==> config.mk <==
export PLATFORM = sky130hd
export DESIGN_NAME = pe_array_ctrl
export DESIGN_NICKNAME = d
export VERILOG_FILES = /design/src/rtl/pe_array_ctrl.sv
export SDC_FILE = /design/constraint.sdc
export NUM_CORES = 1
export LEC_CHECK = 0
export ABC_AREA = 1
export ABC_CLOCK_PERIOD_IN_PS = 1900
export CAP_MARGIN = 20
export CORE_ASPECT_RATIO = 1.1
export CORE_MARGIN = 4
export CORE_UTILIZATION = 35
export DETAILED_ROUTE_END_ITERATION = 12
export MAX_ROUTING_LAYER = met4
export PLACE_DENSITY = 0.71
export RECOVER_POWER = 50
export SYNTH_ARGS = -nofsm -noshare
export SYNTH_HDL_FRONTEND = slang
export SYNTH_SLANG_ARGS = --single-unit
==> constraint.sdc <==
create_clock -name clk -period 1.9 [get_ports clk]
set_input_delay 0.38 -clock clk [delete_from_list [all_inputs] [get_ports clk]]
set_output_delay 0.38 -clock clk [all_outputs]
set_load 0.02 [all_outputs]
==> src/rtl/pe_array_ctrl.sv <==
// pe_array_ctrl: command initiator for the Life PE array.
// Loads an initial pattern into the array with WRITE commands. Runs up to N generations with
// PROCESS commands and stops early once the array goes stable. Scans cell states back out
// over a valid/ready stream.
//
// Ports:
//   clk, rst                    system clock, asynchronous active-high reset
//   load_start/valid/data/ready pattern load stream (raster order, row-major)
//   run_start, gen_target       start a run of gen_target generations
//   read_start, rd_*            readout stream, one cell per beat in raster order
//   cmd                         PE command bus (NOP / PROCESS / WRITE)
//   rsel_i/csel_i               one-hot write selects into the PEs
//   rsel_o/csel_o               one-hot read selects into the PEs
//   array_state, array_active   OR-reduced PE state / activity from the array
//   busy, done, stable          status; done is a one-cycle pulse on return to idle
//   gens_done                   PROCESS cycles issued in the last run
module pe_array_ctrl #(
  parameter int unsigned ROWS  = 4,
  parameter int unsigned COLS  = 4,
  parameter int unsigned GEN_W = 16,
  // Command width and encodings must match the PE declarations.
  parameter int unsigned CMD_W = 2,
  parameter logic [CMD_W-1:0] PE_CMD_NOP     = CMD_W'(0),
  parameter logic [CMD_W-1:0] PE_CMD_PROCESS = CMD_W'(1),
  parameter logic [CMD_W-1:0] PE_CMD_WRITE   = CMD_W'(2)
) (
  input  logic             clk,
  input  logic             rst,
  input  logic             load_start,
  input  logic             load_valid,
  input  logic             load_data,
  output logic             load_ready,
  input  logic             run_start,
  input  logic [GEN_W-1:0] gen_target,
  input  logic             read_start,
  output logic             rd_valid,
  output logic             rd_data,
  input  logic             rd_ready,
  output logic [CMD_W-1:0] cmd,
  output logic [ROWS-1:0]  rsel_i,
  output logic [COLS-1:0]  csel_i,
  output logic [ROWS-1:0]  rsel_o,
  output logic [COLS-1:0]  csel_o,
  input  logic             array_state,
  input  logic             array_active,
  output logic             busy,
  output logic             done,
  output logic             stable,
  output logic [GEN_W-1:0] gens_done
);

  localparam int unsigned NumCells = ROWS * COLS;
  localparam int unsigned AW       = (NumCells > 1) ? $clog2(NumCells) : 1;
  localparam logic [AW-1:0] LastAddr = AW'(NumCells - 1);

  typedef enum logic [2:0] {StIdle, StLoad, StRun, StReadAddr, StReadHold} state_e;

  state_e           state_q, state_d;
  logic [AW-1:0]    addr_q, addr_d;
  logic [GEN_W-1:0] target_q, target_d;
  logic [GEN_W-1:0] gens_q, gens_d;
  logic             stable_q, stable_d;
  logic             done_q, done_d;
  logic             rd_valid_q, rd_valid_d;
  logic             rd_data_q, rd_data_d;

  logic [ROWS-1:0]  row_oh;
  logic [COLS-1:0]  col_oh;

  // load_data is wired straight to the PEs' state_in at top level.
  logic unused_load_data;
  assign unused_load_data = load_data;

  // Row-major raster decode of the cell address.
  assign row_oh = ROWS'(1) << (32'(addr_q) / COLS);
  assign col_oh = COLS'(1) << (32'(addr_q) % COLS);

  always_comb begin
    state_d    = state_q;
    addr_d     = addr_q;
    target_d   = target_q;
    gens_d     = gens_q;
    stable_d   = stable_q;
    done_d     = 1'b0;
    rd_valid_d = rd_valid_q;
    rd_data_d  = rd_data_q;
    cmd        = PE_CMD_NOP;
    rsel_i     = '0;
    csel_i     = '0;
    rsel_o     = '0;
    csel_o     = '0;
    load_ready = 1'b0;

    unique case (state_q)
      StIdle: begin
        if (load_start) begin
          state_d = StLoad;
          addr_d  = '0;
        end else if (run_start) begin
          state_d  = StRun;
          addr_d   = '0;
          target_d = gen_target;
          gens_d   = '0;
          stable_d = 1'b0;
        end else if (read_start) begin
          state_d = StReadAddr;
          addr_d  = '0;
        end
      end

      StLoad: begin
        load_ready = 1'b1;
        // The WRITE is only driven while a beat is offered, so the PE captures exactly the
        // handshaken beats.
        if (load_valid) begin
          cmd    = PE_CMD_WRITE;
          rsel_i = row_oh;
          csel_i = col_oh;
          if (addr_q == LastAddr) begin
            state_d = StIdle;
            done_d  = 1'b1;
            addr_d  = '0;
          end else begin
            addr_d = addr_q + AW'(1);
          end
        end
      end

      StRun: begin
        if (target_q == '0) begin
          state_d = StIdle;
          done_d  = 1'b1;
        end else begin
          cmd = PE_CMD_PROCESS;
          if (gens_q != target_q) begin
            gens_d = gens_q + GEN_W'(1);
          end
          // array_active describes the generation being computed this very cycle.
          if (!array_active) begin
            stable_d = 1'b1;
            state_d  = StIdle;
            done_d   = 1'b1;
          end else if (gens_q + GEN_W'(1) == target_q) begin
            state_d = StIdle;
            done_d  = 1'b1;
          end
        end
      end

      StReadAddr: begin
        rsel_o     = row_oh;
        csel_o     = col_oh;
        rd_data_d  = array_state;
        rd_valid_d = 1'b1;
        state_d    = StReadHold;
      end

      StReadHold: begin
        // Keep the selects up so the captured beat and the array agree until consumed.
        rsel_o = row_oh;
        csel_o = col_oh;
        if (rd_ready) begin
          rd_valid_d = 1'b0;
          if (addr_q == LastAddr) begin
            state_d = StIdle;
            done_d  = 1'b1;
            addr_d  = '0;
          end else begin
            addr_d  = addr_q + AW'(1);
            state_d = StReadAddr;
          end
        end
      end

      default: state_d = StIdle;
    endcase
  end

  always_ff @(posedge clk or posedge rst) begin
    if (rst) begin
      state_q    <= StIdle;
      addr_q     <= '0;
      target_q   <= '0;
      gens_q     <= '0;
      stable_q   <= 1'b0;
      done_q     <= 1'b0;
      rd_valid_q <= 1'b0;
      rd_data_q  <= 1'b0;
    end else begin
      state_q    <= state_d;
      addr_q     <= addr_d;
      target_q   <= target_d;
      gens_q     <= gens_d;
      stable_q   <= stable_d;
      done_q     <= done_d;
      rd_valid_q <= rd_valid_d;
      rd_data_q  <= rd_data_d;
    end
  end

  assign busy      = (state_q != StIdle);
  assign done      = done_q;
  assign stable    = stable_q;
  assign gens_done = gens_q;
  assign rd_valid  = rd_valid_q;
  assign rd_data   = rd_data_q;

endmodule
==> flow_metrics.env, run 1 <==
export IMPL_critical_path_max_fanout=2
export IMPL_firstDrtPassIters=4
export IMPL_num_rows=35
export IMPL_fin_crit_sh_pct=105
export IMPL_io_pins=66
export IMPL_fin_crit_ns=2.00
export IMPL_maxSlewHeadroom_pct=27.9
export IMPL_die_height_um=106
export IMPL_portBuffers=64
export IMPL_core_area_um2=8410
export IMPL_cts_max_level=2
export IMPL_drive_above_1_share_pct=37.2
export IMPL_multiInputGateArea_um2=2030
export IMPL_powerDensity_nw_per_um2=1170
export IMPL_setup_violations=11
export IMPL_setup_tns_ns=-0.535
export IMPL_dp_cells=640
export IMPL_yosys_most_used_dff="dfrtp_1"
export IMPL_outcome="finished with violations"
export IMPL_ys_top_cells_by_area="dfrtp_1 (35%), nand2_1 (13%), inv_1 (6.4%), nor2_1 (5.1%), xor2_1 (4.6%)"
export IMPL_overflow=0
export IMPL_synth_area_leader_cell="dfrtp_1"
export IMPL_ys_top_cells_by_count="nand2_1 (104), inv_1 (52), dfrtp_1 (43)"
export IMPL_final_cell_count_no_fill=660
export IMPL_p_leak_nw=2.27
export IMPL_cts_tree="done"
export IMPL_dieArea_um2=10200
export IMPL_start_kind="flip-flop"
export IMPL_vdd_ir_drop_max_uv=531
export IMPL_p_total_mw=5.60
export IMPL_syn_avg_cell_area_um2=7.34
export IMPL_hp_start="rd_data$_DFFE_PP0N_"
export IMPL_tightest_slew_ns=1.08
export IMPL_cp_arrival_ns=1.62
export IMPL_end_kind="output port"
export IMPL_grt_pass1_vias=3001
export IMPL_die_width_um=96.8
export IMPL_fin_util_pct=56.8
export IMPL_reg2reg_from="target_q[15]$_DFFE_PP0P_"
export IMPL_drtAntennaViolNets=0
export IMPL_seqCellArea_um2=1080
export IMPL_worstSetupStartpoint="target_q[11]$_DFFE_PP0P_"
export IMPL_cts_reportedPaths_clkPinSlew_ns=0.08
export IMPL_synth_most_common_cell="nand2_1"
export IMPL_hold_violations=0
export IMPL_critPathSlowestCell="dfrtp_1"
export IMPL_cts_root_buf="clkbuf_8"
export IMPL_synthesis_instances=414
export IMPL_cp_data_required_time_ns=1.52
export IMPL_cp_slowest_stage_delay_ns=0.40
export IMPL_hpwlAfterDp_um=6680
export IMPL_seq_area_frac_synth_pct=35.4
export IMPL_drcViolationCount=0
export IMPL_yosys_area_top_type_share_pct=35.4
export IMPL_syn_cell_area_um2=3040
export IMPL_synth_warning_count=0
export IMPL_grt_busiest_layer="met2"
export IMPL_clock_path_buffers=2
export IMPL_hold_path_class="reg -> reg"
export IMPL_antenna_found_initial=0
export IMPL_vias=3176
export IMPL_max_freq_ghz=0.500
export IMPL_synth_edf_count=0
export IMPL_critPathKind="reg -> out"
export IMPL_syn2layout_area_growth_pct=57.1
export IMPL_yosys_register_bits=43
export IMPL_yosysUniqueCellTypes=35
export IMPL_insertion_delay_ns=0.30
export IMPL_cts_sinks=43
export IMPL_slew_viol_final=0
export IMPL_drt_iter0_drc=136
export IMPL_finClkSkew_ns=0.00530
export IMPL_hold_buffers=0
export IMPL_grt_util_met3_pct=2.91
export IMPL_syn_nets=445
export IMPL_diodes=0
export IMPL_wl_per_cell_um=13.6
export IMPL_met2_usage_pct=28.9
export IMPL_async_flop_share_pct=100
export IMPL_gr_usage_all_layers_pct=17.1
export IMPL_initial_core_util_pct=36.1
export IMPL_max_cap_violations=0
export IMPL_grt_max_degree=24
export IMPL_place_gp_congestion=0.910
export IMPL_crit_chain="nor4_2, nand2_2, nor3_4, nor2_2, buf_6"
export IMPL_finalWorstSetupSlack_ns=-0.100
export IMPL_grt_pass1_wl_um=14100
export IMPL_met1_usage_pct=20.6
export IMPL_cts_made_buffers=5
export IMPL_violations="setup timing"
export IMPL_layout_filler_cells=780
export IMPL_drt_wl_total_um=8970
export IMPL_rsz0062_at_grt="true"
export IMPL_vias_per_cell=4.81
export IMPL_fin_nets=579
cell usage in the layout (no fill, tap or decap), types with 9 or more instances in the layout:
master | Yosys | routed
nand4_1 | 9 | 9
a21oi_1 | 12 | 12
nand2_1 | 104 | 85
xor2_1 | 16 | 15
o21ai_2 | 0 | 9
dfrtp_1 | 43 | 38
clkdlybuf4s50_1 | 0 | 40
buf_4 | 2 | 62
nor2_4 | 5 | 14
inv_1 | 52 | 47
buf_6 | 2 | 15
nand3_1 | 21 | 19
nor2_1 | 41 | 30
o21ai_1 | 14 | 9
nand2_2 | 7 | 22
state kept, by name (all words and copies together), names as in the netlist:
register / flops
state_q: 3
addr_q: 4
rd_data: 1
rd_valid: 1
stable: 1
done: 1
gens_done: 16
target_q: 16
layer usage:
metal	wire, um	vias to the layer above
met1	3810	1474
li1	-	1599
met2	4600	86
met5	0	-
met4	195	0
met3	368	17
worst max-delay path: cells and delay by family, from the launching register on:
kind / cells / cell delay [ns]
buffers and inverters: 1 / 0.13
AND/OR/NAND/NOR: 4 / 0.78
flip-flops: 1 / 0.40
worst paths after layout:
check,cells past startpoint,to,slack [ns]
max,5,cmd[0],-0.10
min,1,rd_data$_DFFE_PP0N_,0.51
min reg2reg,1,rd_data$_DFFE_PP0N_,0.51
min in group asynchronous,3,addr_q[1]$_DFFE_PP0P_,0.68
max reg2reg,10,gens_done[15]$_DFFE_PP0P_,0
max in group asynchronous,3,gens_done[12]$_DFFE_PP0P_,0.31
cell families after synthesis:
kind of cell	synth area share (%)
buf+inv	9.18
flops	35.4
fa+ha+maj	2.06
simple gates	35.9
xor+xnor	6.92
mux	2.59
compound gates	7.95
final cells by class:
type,count,area share [%]
Clock inverter,1,0.105
Timing Repair inverter,1,0.183
Multi-Input combinational cell,303,42.6
Clock buffer,7,1.60
Inverter,59,4.80
Timing Repair Buffer,135,25.2
Tap cell,111,2.91
Sequential cell,43,22.7
through the flow:
step / instance area (um2) / hold slack [ns] / setup WS, ns
final: 4770 / 0.514 / -0.100
after global placement: 4300 / 0.492 / -0.377
after global routing: 4770 / 0.549 / -0.184
after floorplan: 3100 / 0.503 / 0.0321
after detailed placement: 4300 / 0.495 / -0.407
after CTS: 4490 / 0.430 / -0.0967
report_power, final:
group	switching (mW)	total, mW	internal, mW	leakage (nW)
logic	1.93	3.65	1.72	1.69
registers	0.204	1.37	1.17	0.537
clock network	0.324	0.582	0.259	0.0422
total	2.46	5.60	3.15	2.27
repair_timing:
item | 4_1_cts | 5_1_grt
cloned | 1 | 1
resized for setup | 114 | 76
pin swaps | 7 | 14
endpoints found under the setup margin | 22 | 42
buffers inserted | 6 | 5
No activity file was read; power rests on OpenSTA's default activity.
==> inputs of run 2 (changes only) <==
- GPL_TIMING_DRIVEN: default -> 0
==> flow_metrics.env, run 2 (synthesis gave the netlist of run 1 again) <==
export IMPL_max_cap_violations=0
export IMPL_critPathSlowestCell="dfrtp_2"
export IMPL_place_area_um2=3900
export IMPL_cp_arrival_ns=1.64
export IMPL_finalHoldWorstSlack_ns=0.503
export IMPL_layout_commonest_cell="nand2_1"
export IMPL_cts_max_level=2
export IMPL_pwr_share_comb_pct=54.9
export IMPL_max_freq_ghz=0.495
export IMPL_pre_cts_ws_ns=-0.529
export IMPL_vias=2966
export IMPL_maxSlewHeadroom_pct=28.1
export IMPL_die_width_um=96.8
export IMPL_cp_common_cell="nor3_4"
export IMPL_crit_chain="nor3_4, inv_2, nor2_4, clkinv_4, nor3_4, buf_6"
export IMPL_pwr_share_clk_pct=16.8
export IMPL_power_internal_mw=2.87
export IMPL_final_cell_mix="nand2_1 (102), inv_1 (47), clkdlybuf4s50_1 (39), dfrtp_1 (36), nor2_1 (32)"
export IMPL_cts_made_buffers=5
export IMPL_fin_crit_sh_pct=106
export IMPL_end_kind="output port"
export IMPL_start_kind="flip-flop"
export IMPL_drt_iter0_drc=136
export IMPL_reg2reg_from="state_q[0]$_DFFE_PP0P_"
export IMPL_fin_nets=544
export IMPL_finClkSkew_ns=0.00708
export IMPL_outcome="finished with violations"
export IMPL_p_total_mw=5.09
export IMPL_worstHoldPathCells=2
export IMPL_firstDrtPassIters=4
export IMPL_cts_reportedPaths_clkPinSlew_ns=0.08
export IMPL_setup_violations=14
export IMPL_diodes=0
export IMPL_hp_start="rd_valid$_DFFE_PP0P_"
export IMPL_drtAntennaViolNets=0
export IMPL_cp_slowest_stage_delay_ns=0.45
export IMPL_fin_crit_ns=2.02
export IMPL_antenna_found_initial=0
export IMPL_cts_sinks=43
export IMPL_power_frac_seq_pct=28.3
export IMPL_vdd_ir_drop_max_uv=449
export IMPL_hold_violations=0
export IMPL_p_sw_share_pct=43.6
export IMPL_slew_viol_final=0
export IMPL_finalWorstSetupSlack_ns=-0.121
export IMPL_critical_path_max_fanout=5
export IMPL_drcViolationCount=0
export IMPL_initial_core_util_pct=36.1
export IMPL_setup_tns_ns=-0.988
export IMPL_hold_path_class="reg -> reg"
export IMPL_die_height_um=106
export IMPL_powerDensity_nw_per_um2=1150
export IMPL_gr_usage_all_layers_pct=16.2
export IMPL_violations="setup timing"
export IMPL_overflow=0
export IMPL_clock_path_buffers=2
export IMPL_grt_pass1_vias=2749
export IMPL_grt_max_degree=44
export IMPL_place_gp_congestion=0.899
export IMPL_worst_r2r_endpoint="addr_q[3]$_DFFE_PP0P_"
export IMPL_reg2reg_depth=9
export IMPL_rsz0062_at_grt="true"
export IMPL_io_pins=66
export IMPL_cts_root_buf="clkbuf_8"
export IMPL_r2r_slack_ns=-0.03
export IMPL_drive_above_1_share_pct=28.2
export IMPL_portBuffers=64
export IMPL_cts_tree="done"
export IMPL_drt_wl_total_um=8460
export IMPL_power_switching_mw=2.22
export IMPL_p_leak_nw=2.02
export IMPL_grt_pass1_wl_um=13300
export IMPL_hpwlAfterDp_um=6320
export IMPL_insertion_delay_ns=0.30
export IMPL_num_rows=35
export IMPL_wl_per_cell_um=13.5
export IMPL_cp_data_required_time_ns=1.52
export IMPL_whs_endpoint="rd_valid$_DFFE_PP0P_"
export IMPL_finalInstanceArea_um2=4430
export IMPL_tightest_slew_ns=1.08
export IMPL_core_area_um2=8410
export IMPL_vias_per_cell=4.75
export IMPL_critPathKind="reg -> out"
export IMPL_dieArea_um2=10200
export IMPL_syn2layout_area_growth_pct=45.8
==> run 2: worst max-delay path: cells and delay by family (launching register included) <==
family	cells	cell delay (ns)
buf+inv	3	0.33
flops	1	0.45
simple gates	3	0.55
==> run 2: worst max-delay path by stage <==
| stage | start | to | slack (ns) | depth (start not counted) |
|---|---|---|---|---|
| after global routing | state_q[2]$_DFFE_PP0P_ | rsel_i[1] | -0.20 | 6 |
| after global placement | target_q[8]$_DFFE_PP0P_ | cmd[0] | -0.51 | 5 |
| after floorplan | gens_done[1]$_DFFE_PP0P_ | state_q[0]$_DFFE_PP0P_ | 0.03 | 14 |
| final | state_q[2]$_DFFE_PP0P_ | rsel_i[1] | -0.12 | 6 |
| after CTS | target_q[9]$_DFFE_PP0P_ | cmd[0] | -0.15 | 5 |
| after detailed placement | state_q[2]$_DFFE_PP0P_ | cmd[0] | -0.53 | 6 |
==> run 2: stage by stage <==
stage	std cells	util, %
global placement	589	46.2
finish	625	52.7
global route	625	52.7
floorplan	414	-
detailed placement	590	46.4
CTS	607	50.2
==> run 2: power by group through the flow <==
stage	logic (mW)	clock network, mW	registers [mW]
2_1_floorplan	1.54	0	1.42
6_report	2.80	0.853	1.44
3_5_place_dp	2.30	0	1.42
4_1_cts	2.55	0.873	1.42
3_3_place_gp	2.25	0	1.41
5_1_grt	3.07	0.901	1.47
==> run 2: per-layer routing <==
layer / GRT usage, % / share of wire (%)
met3: 2.12 / 3.6
met5: - / 0
met2: 27.8 / 50
met1: 20.2 / 45
met4: 4.01 / 1.1
==> run 2: area by class of cell <==
class / count / area [um2]
Tap cell: 111 / 139
Timing Repair Buffer: 92 / 827
Clock buffer: 6 / 72.6
Inverter: 59 / 229
Timing Repair inverter: 1 / 8.76
Buffer: 8 / 62.6
Fill cell: 791 / 3980
Multi-Input combinational cell: 303 / 1950
Clock inverter: 2 / 60.1
Sequential cell: 43 / 1080
==> run 2: timing repair <==
| item | in CTS | in global routing |
|---|---|---|
| hold endpoints to repair | 0 | 0 |
| setup endpoints to repair | 50 | 47 |
| hold buffers | 0 | 0 |
| cloned | 1 | 0 |
| pin swaps | 5 | 18 |
| resized for setup | 123 | 43 |
| setup buffers | 9 | 18 |
==> inputs of run 3 (changes only) <==
- ABC_CLOCK_PERIOD_IN_PS: 1900 -> 2100
- clock period: 1.9 -> 2.1 ns (I/O delays scaled with it)
==> flow_metrics.env, run 3 (synthesis gave the netlist of run 1 again) <==
export IMPL_cts_tree="done"
export IMPL_hold_path_class="reg -> reg"
export IMPL_vdd_ir_drop_max_uv=347
export IMPL_drt_iter0_drc=123
export IMPL_finClkSkew_ns=0.0141
export IMPL_p_sw_share_pct=47.5
export IMPL_critical_path_max_fanout=5
export IMPL_drive_above_1_share_pct=21.5
export IMPL_dieArea_um2=10200
export IMPL_vias=2932
export IMPL_outcome="completed"
export IMPL_tightest_slew_ns=0.825
export IMPL_fin_nets=523
export IMPL_end_kind="output port"
export IMPL_cts_reportedPaths_clkPinSlew_ns=0.08
export IMPL_diodes=0
export IMPL_cts_max_level=2
export IMPL_final_cell_mix="nand2_1 (103), inv_1 (48), dfrtp_1 (39), clkdlybuf4s50_1 (39), nor2_1 (32)"
export IMPL_grt_max_degree=23
export IMPL_setup_tns_ns=0
export IMPL_num_rows=35
export IMPL_core_area_um2=8410
export IMPL_overflow=0
export IMPL_drcViolationCount=0
export IMPL_syn2layout_area_growth_pct=33.0
export IMPL_start_kind="flip-flop"
export IMPL_fin_util_pct=48.1
export IMPL_cp_data_required_time_ns=1.68
export IMPL_initial_core_util_pct=36.1
export IMPL_slew_viol_final=0
export IMPL_layout_filler_cells=863
export IMPL_rsz0062_at_grt="true"
export IMPL_hold_violations=0
export IMPL_critPathKind="reg -> out"
export IMPL_gr_usage_all_layers_pct=15.9
export IMPL_io_pins=66
export IMPL_vias_per_cell=4.85
export IMPL_cts_root_buf="clkbuf_8"
export IMPL_critPathSlowestCell="dfrtp_1"
export IMPL_pwr_share_comb_pct=53.8
export IMPL_cp_arrival_ns=1.68
export IMPL_p_total_mw=4.00
export IMPL_die_height_um=106
export IMPL_die_width_um=96.8
export IMPL_powerDensity_nw_per_um2=989
export IMPL_max_freq_ghz=0.476
export IMPL_maxSlewHeadroom_pct=44.9
export IMPL_drtAntennaViolNets=0
export IMPL_wl_per_cell_um=13.5
export IMPL_firstDrtPassIters=4
export IMPL_r2r_slack_ns=0.09
export IMPL_hpwlAfterDp_um=6390
export IMPL_power_switching_mw=1.90
export IMPL_crit_chain="inv_2, nor3_4, inv_2, nor2_4, clkinv_4, nor3_2, buf_4"
export IMPL_clock_path_buffers=2
export IMPL_drt_wl_total_um=8150
export IMPL_cts_made_buffers=5
export IMPL_insertion_delay_ns=0.30
export IMPL_fin_crit_sh_pct=99.9
export IMPL_cts_sinks=43
export IMPL_finalHoldWorstSlack_ns=0.509
export IMPL_grt_pass1_wl_um=13300
export IMPL_fin_crit_ns=2.10
export IMPL_p_leak_nw=1.85
export IMPL_power_frac_seq_pct=32.8
export IMPL_cp_slowest_stage_delay_ns=0.44
export IMPL_grt_pass1_vias=2672
export IMPL_hold_buffers=0
export IMPL_max_cap_violations=0
export IMPL_cp_common_cell="inv_2"
export IMPL_antenna_found_initial=0
export IMPL_pwr_share_clk_pct=13.4
export IMPL_power_internal_mw=2.10
export IMPL_setup_violations=0
export IMPL_portBuffers=64
export IMPL_layout_commonest_cell="nand2_1"
export IMPL_place_gp_congestion=0.933
## run 3: changes by cell type in the layout (fill, tap and decap cells not counted), sizes merged
cell / delta
clkdlybuf4s15: +2
inv: +1
clkbuf: +5
dlymetal6s2s: +1
bufinv: -2
clkinvlp: +1
buf: -31
dlygate4sd3: +1
dlygate4sd2: +1
## run 3: final cells by class
class / count / area (um2) / area share [%]
Multi-Input combinational cell: 303 / 1800 / 44.6
Inverter: 59 / 226 / 5.61
Clock buffer: 6 / 72.6 / 1.80
Buffer: 8 / 53.8 / 1.33
Timing Repair Buffer: 71 / 647 / 16.0
Sequential cell: 43 / 1080 / 26.8
Timing Repair inverter: 1 / 5.00 / 0.124
Tap cell: 111 / 139 / 3.44
Clock inverter: 2 / 12.5 / 0.310
## run 3: power by group through the flow
stage	clock network (mW)	registers [mW]	logic, mW
detailed placement	0	1.29	2.07
CTS	0.542	1.30	2.09
floorplan	0	1.28	1.38
global route	0.577	1.34	2.40
global placement	0	1.27	2.02
finish	0.536	1.31	2.15
## run 3: timing repair
action                                  CTS  global route
setup buffers                             1             5
pin swaps                                 0             2
cloned                                    0             1
resized for setup                        62            37
endpoints found under the setup margin   19            37
## run 3: worst max-delay path, delay by kind of cell (launching register included)
kind	cells	cell delay, ns
buffers and inverters	4	0.43
DFF	1	0.44
and+or+nand+nor	3	0.51
## run 3: final timing paths
kind / startpoint / endpoint / depth (start not counted)
max in group asynchronous: rst / state_q[2]$_DFFE_PP0P_ / 3
max: state_q[0]$_DFFE_PP0P_ / rsel_i[0] / 7
min in group asynchronous: rst / gens_done[3]$_DFFE_PP0P_ / 2
min: rd_valid$_DFFE_PP0P_ / rd_valid$_DFFE_PP0P_ / 2
min reg2reg: rd_valid$_DFFE_PP0P_ / rd_valid$_DFFE_PP0P_ / 2
max reg2reg: state_q[0]$_DFFE_PP0P_ / addr_q[3]$_DFFE_PP0P_ / 10
## run 3: per-layer routing
layer | wire length (um) | vias to the layer above | track usage (%)
met5 | 0 | - | -
met4 | 92 | 0 | 3.41
met3 | 345 | 8 | 2.71
met2 | 3890 | 72 | 25.8
met1 | 3820 | 1368 | 21.0
li1 | - | 1484 | -
## run 3: through the flow
stage | setup slack [ns] | instances | cell area (um2)
6_report | 0.00115 | 604 | 4040
5_1_grt | -0.101 | 604 | 4040
4_1_cts | -0.127 | 599 | 4010
3_5_place_dp | -0.354 | 590 | 3880
3_3_place_gp | -0.340 | 589 | 3850
2_1_floorplan | 0.0239 | 414 | 3080
